File: src/rtl/fb_scanout.sv
// Framebuffer scan-out: maps display coordinates onto a scrolled, double-buffered
// quarter-resolution framebuffer and returns pixels one cycle later.
module fb_scanout #(
   parameter int FB_W = 160,
   parameter int FB_H = 120
) (
   input  logic        clk,
   input  logic        rstn,
   input  logic [9:0]  pix_x,
   input  logic [9:0]  pix_y,
   output logic [11:0] pixel,
   output logic [15:0] mem_addr,
   output logic        mem_en,
   input  logic [11:0] mem_rdata,
   input  logic [7:0]  scroll_x,
   input  logic [6:0]  scroll_y,
   input  logic        swap_req,
   output logic        swap_ack,
   output logic        front_page,
   output logic        vblank,
   output logic [15:0] frame_cnt
);

   localparam logic [15:0] FB_W_L   = 16'(FB_W);
   localparam logic [15:0] PAGE_OFS = 16'(FB_W * FB_H);
   localparam logic [9:0]  NO_PIX   = 10'h3FF;
   localparam logic [9:0]  LAST_ROW = 10'd479;

   typedef enum logic {IDLE, PENDING} swap_state_e;

   // Inputs are below 2*FB_W / 2*FB_H, so one subtract completes the modulo.
   function automatic logic [8:0] wrap_col(input logic [8:0] sum);
      return (sum >= 9'(FB_W)) ? sum - 9'(FB_W) : sum;
   endfunction

   function automatic logic [8:0] wrap_row(input logic [8:0] sum);
      return (sum >= 9'(FB_H)) ? sum - 9'(FB_H) : sum;
   endfunction

   function automatic logic [7:0] clamp_sx(input logic [7:0] s);
      return (s >= 8'(FB_W)) ? 8'd0 : s;
   endfunction

   function automatic logic [6:0] clamp_sy(input logic [6:0] s);
      return (s >= 7'(FB_H)) ? 7'd0 : s;
   endfunction

   // Shift-and-add over the set bits of FB_W (160 -> row<<7 + row<<5).
   function automatic logic [15:0] row_times_w(input logic [8:0] row);
      logic [15:0] acc;
      acc = 16'd0;
      for (int i = 0; i < 16; i++) begin
         if (FB_W_L[i]) acc = acc + (16'(row) << i);
      end
      return acc;
   endfunction

   logic        valid_d_q, valid_d_d;
   logic [9:0]  prev_y_q, prev_y_d;
   logic [7:0]  sx_q, sx_d;
   logic [6:0]  sy_q, sy_d;
   logic        front_page_q, front_page_d;
   logic        swap_ack_q, swap_ack_d;
   logic        vblank_q, vblank_d;
   logic [15:0] frame_cnt_q, frame_cnt_d;
   swap_state_e state_q, state_d;

   logic        req_valid;
   logic        vblank_start;
   logic [8:0]  col_sum, row_sum, col, row;
   logic [15:0] addr;

   always_comb begin
      req_valid = (pix_x < 10'd640) && (pix_y < 10'd480);
      col_sum   = {1'b0, pix_x[9:2]} + {1'b0, sx_q};
      row_sum   = {1'b0, pix_y[9:2]} + {2'b0, sy_q};
      col       = wrap_col(col_sum);
      row       = wrap_row(row_sum);
      addr      = (front_page_q ? PAGE_OFS : 16'd0) + row_times_w(row) + {7'd0, col};
      mem_en    = req_valid;
      mem_addr  = req_valid ? addr : 16'd0;
      vblank_start = valid_d_q && (prev_y_q == LAST_ROW) && !req_valid && (pix_y == NO_PIX);
   end

   always_comb begin
      valid_d_d    = req_valid;
      prev_y_d     = pix_y;
      sx_d         = sx_q;
      sy_d         = sy_q;
      front_page_d = front_page_q;
      swap_ack_d   = 1'b0;
      vblank_d     = vblank_q;
      frame_cnt_d  = frame_cnt_q;
      state_d      = state_q;
      if (vblank_start) begin
         sx_d        = clamp_sx(scroll_x);
         sy_d        = clamp_sy(scroll_y);
         frame_cnt_d = frame_cnt_q + 16'd1;
         vblank_d    = 1'b1;
         // A request arriving on the vblank-start cycle itself still swaps now.
         if ((state_q == PENDING) || swap_req) begin
            front_page_d = ~front_page_q;
            swap_ack_d   = 1'b1;
         end
         state_d = IDLE;
      end else begin
         if (req_valid) vblank_d = 1'b0;
         if (swap_req) state_d = PENDING;
      end
   end

   always_ff @(posedge clk) begin
      if (!rstn) begin
         valid_d_q    <= 1'b0;
         prev_y_q     <= NO_PIX;
         sx_q         <= 8'd0;
         sy_q         <= 7'd0;
         front_page_q <= 1'b0;
         swap_ack_q   <= 1'b0;
         vblank_q     <= 1'b0;
         frame_cnt_q  <= 16'd0;
         state_q      <= IDLE;
      end else begin
         valid_d_q    <= valid_d_d;
         prev_y_q     <= prev_y_d;
         sx_q         <= sx_d;
         sy_q         <= sy_d;
         front_page_q <= front_page_d;
         swap_ack_q   <= swap_ack_d;
         vblank_q     <= vblank_d;
         frame_cnt_q  <= frame_cnt_d;
         state_q      <= state_d;
      end
   end

   assign pixel      = valid_d_q ? mem_rdata : 12'h000;
   assign swap_ack   = swap_ack_q;
   assign front_page = front_page_q;
   assign vblank     = vblank_q;
   assign frame_cnt  = frame_cnt_q;

endmodule

File: config.mk
export PLATFORM = sky130hd
export DESIGN_NAME = fb_scanout
export DESIGN_NICKNAME = d
export VERILOG_FILES = /design/src/rtl/fb_scanout.sv
export SDC_FILE = /design/constraint.sdc
export NUM_CORES = 1
export LEC_CHECK = 0
export BUFFER_PORTS_ARGS = -buffer_cell sky130_fd_sc_hd__buf_2
export CORE_MARGIN = 2
export CORE_UTILIZATION = 48
export CTS_CLUSTER_SIZE = 40
export DETAILED_ROUTE_END_ITERATION = 12
export GPL_TIMING_DRIVEN = 1
export PLACE_DENSITY = 0.86
export SLEW_MARGIN = 30
export SYNTH_ARGS = -nofsm -noshare
export SYNTH_HDL_FRONTEND = slang
export SYNTH_SLANG_ARGS = --single-unit
export TNS_END_PERCENT = 20
File: constraint.sdc
create_clock -name clk -period 5.2 [get_ports clk]
set_clock_uncertainty 0.05 [all_clocks]
set_input_delay 0.26 -clock clk [delete_from_list [all_inputs] [get_ports clk]]
set_output_delay 0.26 -clock clk [all_outputs]
set_load 0.02 [all_outputs]
## After elaboration in Yosys (flattened, before gate mapping)

Index checks and enable logic that the tools add are counted.

- Add/sub/neg operators: 8
- $lt $le $gt $ge: 6
- Eq/ne operators: 2
- Muxes and demuxes: 10
- Bitwise gates (word level): 2
- Reductions and logical operators: 10

Operators by type and width:

| operator | count |
|---|---|
| 9-bit 2-to-1 mux | 2 |
| 14-bit by 16-bit adder with 16-bit output | 1 |
| 15-bit by 16-bit adder with 16-bit output | 1 |
| 16-bit by 1-bit adder with 16-bit output, second input constant | 1 |
| 16-bit by 9-bit adder with 16-bit output | 1 |
| 16-bit 2-to-1 mux | 1 |
| 15-bit 2-to-1 mux | 1 |
| 12-bit 2-to-1 mux | 1 |
| 10-bit == test, second input constant | 1 |
| 10-bit by 9-bit == test with 1-bit output, second input constant | 1 |
| 10-bit less-than comparator, second input constant | 1 |
| 10-bit by 9-bit less-than comparator with 1-bit output, second input constant | 1 |
| 8-bit by 7-bit adder with 9-bit output | 1 |
| 8-bit by 8-bit adder with 9-bit output | 1 |
| 9-bit by 7-bit >= comparator with 1-bit output, second input constant | 1 |
| 9-bit by 8-bit >= comparator with 1-bit output, second input constant | 1 |
| 9-bit by 7-bit subtractor with 9-bit output, second input constant | 1 |
| 9-bit by 8-bit subtractor with 9-bit output, second input constant | 1 |
| 8-bit >= comparator, second input constant | 1 |
| 8-bit 2-to-1 mux | 1 |
| 7-bit >= comparator, second input constant | 1 |
| 7-bit 2-to-1 mux | 1 |
| 1-bit logical AND | 4 |
| 2-bit AND reduction | 2 |
| 6 further kinds | 9 |

- Flip-flop bits (word level): 46
- Input port bits: 50
- Output and inout bits: 48
- Logic and storage cells: 47

## Depth between registers and ports, before layout

Gate-level depths: netlist of the first run.

- Word-level depth: 7
- Mapped depth: 22
- Gate-level depth less buffers: 22

## Worst setup path after synthesis of the first run

Ideal clock, no wire load.

- Path type: register to output
- Start point: register sx_q[0]
- End point: output mem_addr[15]
- Arrival time: 5,127 ps
- Required time: 4,890 ps
- Slack: -237 ps
- Stages on the path, launching flop included: 21
- Path buffers: 0
- Cell sequence: dfxtp_1 ha_1 fa_1 a21o_1 a21oi_1 o21ai_0 a221o_1 ha_1 or3_1 a21oi_1 fa_1 inv_1 fa_1 fa_1 nor2b_1 o21ai_0 a21o_1 a31oi_1 xnor2_1 or2_2 o21ai_2

- Cells in the longest elaborated chain, start to end: 5
- Elaborated cells between the ends (all ways): 6
- Classes of those cells: 3 x add/sub; 1 x order compare; 2 x mux

Ends and longest elaborated chain:

| element | RTL line | text |
|---|---|---|
| start, declared | 60 | `logic [7:0] sx_q, sx_d;` |
| start signal, assigned | 116 | `sx_q <= 8'd0;` |
| start signal, assigned | 126 | `sx_q <= sx_d;` |
| 8-bit by 8-bit adder with 9-bit output (*) | 75 | `col_sum = {1'b0, pix_x[9:2]} + {1'b0, sx_q};` |
| 9-bit by 8-bit subtractor with 9-bit output / 9-bit by 8-bit >= comparator with 1-bit output (equally long branches) | 33 | `return (sum >= 9'(FB_W)) ? sum - 9'(FB_W) : sum;` |
| 9-bit 2-to-1 mux (*) | 33 |  |
| 16-bit by 9-bit adder with 16-bit output (*) | 79 | `addr = (front_page_q ? PAGE_OFS : 16'd0) + row_times_w(row) + {7'd0, col};` |
| 16-bit 2-to-1 mux (*) | 81 | `mem_addr = req_valid ? addr : 16'd0;` |
| end, declared | 12 | `output logic [15:0] mem_addr,` |

Every way passes the cells marked *; elsewhere a longest branch is shown, timed or not.

## Final worst setup path of the first run

- Start point: register sy_q[0]
- End point: output mem_addr[15]

- Cells in the longest elaborated chain, start to end: 7
- Elaborated cells between the ends (all ways): 8
- Classes of those cells: 5 x add/sub; 1 x order compare; 2 x mux

Ends and longest elaborated chain:

| element | RTL line | text |
|---|---|---|
| start, declared | 61 | `logic [6:0] sy_q, sy_d;` |
| start signal, assigned | 127 | `sy_q <= sy_d;` |
| 8-bit by 7-bit adder with 9-bit output (*) | 76 | `row_sum = {1'b0, pix_y[9:2]} + {2'b0, sy_q};` |
| 9-bit by 7-bit subtractor with 9-bit output / 9-bit by 7-bit >= comparator with 1-bit output (equally long branches) | 37 | `return (sum >= 9'(FB_H)) ? sum - 9'(FB_H) : sum;` |
| 9-bit 2-to-1 mux (*) | 37 |  |
| 14-bit by 16-bit adder with 16-bit output (*) | 53 | `if (FB_W_L[i]) acc = acc + (16'(row) << i);` |
| 15-bit by 16-bit adder with 16-bit output (*) | 79 |  |
| 16-bit by 9-bit adder with 16-bit output (*) | 79 |  |
| 16-bit 2-to-1 mux (*) | 81 |  |

Marks and branches as above.

==> run metrics, run 1 <==
status finished with violations; failing checks negative setup slack; Die Ht 89.5 microns; Peak VDD IR 0.0000986 V; placed cell area 4350 sq um; initial antenna violation count 0; CTS tree yes; flip-flop and latch count after synthesis 46; clock latency on the worst-skew pair 0.30 ns; switching part of the total 29.4%; met2 usage 39.8%; dpl hpwl 7.14 mm; Max Slew Vio Count 0; gr busiest metal met2; syn_nets 497; Final Setup Violations 4; Port Buffer Count 95; Flop pwr share 39.1%; YS warnings 0; total power 0.000919 W; Max Clock Freq 0.182 GHz; drt first-iter violations 111; Synth area leaders dfxtp_1 (26%), ha_1 (14%), and2_1 (5.7%); gr ovfl total 0; routability congestion estimate 0.862; CP Data Required Time 4.89 ns; Tot GR Track Use 22.1%; final wirelength 8.97 mm; RSZ-0062 raised after global routing true; R2R depth 6; top cell type's share of synthesized area 26.2%; die width 89.5 microns; Post-DRT Antenna Nets 0; Syn Area/Cell 8.80 sq um; most frequent cells in the layout buf_2 (93), dfxtp_1 (45), ha_1 (37), buf_4 (37), and2_1 (32); met1 Resource Use GR 25.1%; register area share after synthesis 26.2%; Post-Place Cells 618; pin count of the biggest net entering global routing 37; final hold vios 0; n_diodes 0; Worst Path Arrival 5.18 ns; CTS sink count 46; Slew HR 64.5%; core area 7180 sq um; Int Power 0.000648 W; Mapped Area 3510 sq um; clock root cell clkbuf_8; I/O pins 98; area leader, netlist dfxtp_1; drt via density 5.33; Worst Hold Path Cells 2; Max FO, Critical Path 3; worst hold-check path type in -> reg; Nets 627; Critical Path Start Type flop; Max H-tree Level 2; Final Cycle Share 106%; commonest non-fill, non-tap cell in the layout buf_2; crit end category output pin; Site Rows 31; setup TNS -0.559 ns; leak pwr 2.19 nW; share of cells above drive strength 1 33.3%; DR WL/cell 14.3 microns; setup slack after layout -0.291 ns; Slew @ Worst Pin 0.526 ns; cell area power density 201 nW/um^2; crit path kind reg -> out; Die ar. 8010 sq um; vias in the first global route 3134; Comb power frac 31.8%; Initial Util 48.9%; Vias 3345; Synth Flop Type dfxtp_1; Longest Clk Path Bufs 2; Non-Filler Instances 628; Psw 0.000270 W; GR Util met3 5.82%; Post-synth EDFFs 0; distinct cell type count after synthesis 55; max cap viols 0; Remaining DRCs 0; first-pass GRT wire length 13.8 mm; clk slew on worst S/H paths 0.08 ns; Synth Instances 399; ys async rst share 0%; Final Cell Area 4560 sq um; Tmin final 5.49 ns; 1st-pass router iterations 4; clock share of power 29.0%; clock buffer count from CTS 5; Synth-to-Final Area Change 30.0%
-- worst paths after layout --
kind / to / startpoint / slack (ns)
worst max-delay path: mem_addr[15] / sy_q[0] / -0.29
worst min-delay path: prev_y_q[0] / pix_y[0] / 0.12
worst max register to register: frame_cnt[5] / valid_d_q / 2.62
worst min register to register: vblank / vblank / 0.42
-- area by class of cell --
cell class | instances | area, sq um
Fill cell | 608 | 2610
Multi-Input combinational cell | 326 | 2570
Sequential cell | 46 | 922
Timing Repair Buffer | 132 | 766
Tap cell | 99 | 124
Clock buffer | 6 | 82.6
Inverter | 18 | 67.6
Clock inverter | 1 | 30.0
-- metrics by stage --
step / utilization (%) / setup WS (ns) / hold WS, ns
2_1_floorplan: - / 0.00263 / 0.283
3_3_place_gp: 60.6 / -0.185 / 0.403
3_5_place_dp: 60.6 / -0.311 / 0.409
4_1_cts: 62.8 / -0.325 / 0.113
5_1_grt: 63.6 / -0.462 / 0.115
6_report: 63.6 / -0.291 / 0.117
-- worst max-delay path: stages, from the launching register on --
cell and delay (ns):
dfxtp_1 0.32, ha_1 0.21, fa_2 0.38, a211o_1 0.35, a21oi_2 0.19, ha_2 0.23, nand2b_1 0.06, mux2i_1 0.17
a31oi_1 0.09, o211ai_4 0.21, mux2_2 0.38, fa_1 0.44, ha_1 0.30, ha_1 0.32, nor2b_4 0.14, o21ai_2 0.15
a21o_1 0.18, a31oi_2 0.10, xnor2_1 0.16, or2_4 0.27, o21ai_4 0.12, buf_6 0.13
-- Yosys cell counts (9+ instances only) --
master	count
dfxtp_1	46
ha_1	40
and2_1	32
nand2_1	29
nor2_1	24
xnor2_1	19
inv_1	18
o21ai_0	17
nand2b_1	15
a22o_1	13
a21oi_1	12
nand3_1	12
a21boi_0	11
or3_1	9
-- registers in the layout, indices dropped and copies added, names as in the netlist --
| name | count |
|---|---|
| frame_cnt | 16 |
| prev_y_q | 10 |
| sx_q | 8 |
| sy_q | 7 |
| front_page | 1 |
| state_q | 1 |
| swap_ack | 1 |
| valid_d_q | 1 |
| vblank | 1 |
-- power groups by stage --
stage          clock network (W)  logic (W)  registers [W]
2_1_floorplan                  0   0.000172       0.000366
3_3_place_gp                   0   0.000260       0.000367
3_5_place_dp                   0   0.000271       0.000368
4_1_cts                 0.000271   0.000277       0.000359
5_1_grt                 0.000283   0.000322       0.000360
6_report                0.000267   0.000292       0.000359
-- layer usage --
| metal | share of wire (%) | wire [microns] |
|---|---|---|
| met5 | 0 | 0 |
| met4 | 2.8 | 251 |
| met3 | 5.7 | 511 |
| met2 | 51 | 4560 |
| met1 | 41 | 3650 |
-- kinds of logic (layout without fill, tap and decap cells) --
kind of cell | count (synthesis) | in the layout | synth area share, %
simple gates | 157 | 157 | 24.5
compound gates | 89 | 89 | 18.9
fa+ha+maj | 48 | 48 | 18.8
flops | 46 | 46 | 26.2
xor+xnor | 29 | 29 | 7.66
buf+inv | 27 | 157 | 2.92
mux | 3 | 3 | 0.891
-- what timing repair did --
action	4_1_cts	5_1_grt
hold buffers	0	0
pin swaps	15	11
setup endpoints to repair	5	6
resized for setup	14	11
buffers inserted	0	3
(Power assumes the default switching activity.)
==> inputs of run 2 (changes only) <==
- REMOVE_ABC_BUFFERS: default -> 1
==> run 2 against run 1 <==
Effect of this change:
- the run still ends with negative setup slack left
- count of clock-buffer cells in the layout stayed put
- maximum frequency is 0.45% lower
- critical path type unchanged
- sequential share of layout area is 0.22 points lower
- largest power group unchanged
==> run metrics, run 2 (same netlist as run 1, synthesis figures left out) <==
setup slack after layout -0.315 ns (-0.0247 ns); final hold vios 0 (unchanged); Vias 3441 (+2.9%); n_diodes 0 (unchanged); pin count of the biggest net entering global routing 37 (unchanged); clock buffer count from CTS 5 (unchanged); Post-DRT Antenna Nets 0 (unchanged); Final Setup Violations 3 (-1); Tot GR Track Use 22.2% (+0.14 points); Longest Clk Path Bufs 2 (unchanged); met3 routed WL 652 microns (+28%); Final Cycle Share 106% (+0.47 points); routability congestion estimate 0.976 (+13%); DR WL/cell 14.2 microns (-0.84%); gr ovfl total 0 (unchanged); Remaining DRCs 0 (unchanged); initial antenna violation count 0 (unchanged); Critical Path Start Type flop; area occupied by multi-input gates 2610 sq um (+1.4%); drt first-iter violations 187 (+68%); Site Rows 31 (unchanged); CP dominant cell by count o21ai_2; drt via density 5.46 (+2.5%); crit-path cells ha_4, fa_2, a21o_1, a21oi_4, o21ai_2, a221o_1, ha_2, or3_4, a21oi_4, fa_1, inv_1, fa_1, fa_2, nor2b_4, o21ai_2, a21o_1, a31oi_1, xnor2_1, buf_4, nand4_1, o21ai_2, buf_6; die width 89.5 microns (unchanged); clock latency on the worst-skew pair 0.29 ns (about the same); RSZ-0062 raised after global routing true; Max H-tree Level 2 (unchanged); core area 7180 sq um (unchanged); Max FO, Critical Path 3 (unchanged); number of flip-flops in the largest register 16 (unchanged); met2 routed WL 4.55 mm (-0.11%); M1 wire length 3.57 mm (-2.2%); cell family with most CP delay adder cells; leak pwr 2.22 nW (+1.3%); filler cell count 601 (-1.2%); Crit-path slowest cell fa_1; Peak VDD IR 0.000122 V (+24%); commonest non-fill, non-tap cell in the layout buf_2; share of cells above drive strength 1 33.9% (+0.63 points); Tmin final 5.52 ns (+0.0247 ns); top sig layer met4; dpl hpwl 7.00 mm (-2.0%); final core utilization 64.3% (+0.70 points); cell area power density 200 nW/um^2 (-0.65%); crit end category output pin; Synth-to-Final Area Change 31.4%; Max Slew Vio Count 0 (unchanged); worst hold-check path type in -> reg; vias in the first global route 3263 (+4.1%); 1st-pass router iterations 4 (unchanged); max cap viols 0 (unchanged); Nets 629 (+0.32%); CP peak stage delay 0.45 ns (about the same); Initial Util 48.9% (unchanged); final wirelength 8.92 mm (-0.52%); Reg area 922 sq um (unchanged); I/O pins 98 (unchanged); Die Ht 89.5 microns (unchanged); first-pass GRT wire length 14.0 mm (+1.6%); Max Clock Freq 0.181 GHz (-0.45%); total power 0.000923 W (+0.44%); most frequent cells in the layout buf_2 (92), dfxtp_1 (45), buf_4 (41); failing checks negative setup slack; Die ar. 8010 sq um (unchanged); Port Buffer Count 95 (unchanged); clk slew on worst S/H paths 0.08 ns (about the same); CTS sink count 46 (unchanged); crit path kind reg -> out; Slew @ Worst Pin 0.564 ns (+0.0379 ns); clock root cell clkbuf_8; CTS tree yes; status finished with violations; CP Data Required Time 4.89 ns (about the same); Slew HR 61.9% (-2.6 points); Critical path buffers and inverters 3 (+2); Worst Path Arrival 5.21 ns (+0.03 ns)
## run 2: power breakdown
group	switching, W	internal [W]	total (W)
clock network	0.000110	0.000154	0.000264
logic	0.000157	0.000143	0.000300
registers	0.00000200	0.000357	0.000359
total	0.000269	0.000654	0.000923
## run 2: final timing paths
path / to / depth (start not counted) / slack, ns / start
hold / removal: sx_q[2] / 2 / 0.12 / scroll_x[2]
setup reg to reg: frame_cnt[11] / 6 / 2.71 / valid_d_q
hold reg to reg: vblank / 2 / 0.42 / vblank
setup / recovery: mem_addr[15] / 22 / -0.32 / sx_q[0]
## run 2: cell type report
| type | count | share of cell area (%) |
|---|---|---|
| Clock buffer | 6 | 1.79 |
| Clock inverter | 1 | 0.651 |
| Inverter | 18 | 1.47 |
| Multi-Input combinational cell | 326 | 56.5 |
| Sequential cell | 46 | 20.0 |
| Tap cell | 99 | 2.69 |
| Timing Repair Buffer | 134 | 16.9 |
## run 2: repair_timing
action / 4_1_cts / 5_1_grt
setup endpoints to repair: 6 / 7
hold buffers: 0 / 0
gates resized for setup: 26 / 10
buffers inserted: 4 / 0
cloned: 0 / 0
pin swaps: 19 / 6
## run 2: through the flow
step | cells | instance area [sq um] | hold slack (ns) | TNS (ns) | setup WS [ns]
floorplan | 390 | 3470 | 0.280 | -0.342 | -0.237
global placement | 619 | 4340 | 0.404 | -0.876 | -0.451
detailed placement | 619 | 4340 | 0.415 | -1.40 | -0.562
CTS | 630 | 4560 | 0.121 | -0.547 | -0.333
global route | 630 | 4610 | 0.123 | -1.36 | -0.530
finish | 630 | 4610 | 0.122 | -0.523 | -0.315
## run 2: routing by layer
layer | up-vias | GRT usage (%)
met1 | 1629 | 25.1
li1 | 1685 | -
met2 | 110 | 42.5
met3 | 17 | 5.17
met4 | 0 | 4.21
met5 | - | 0
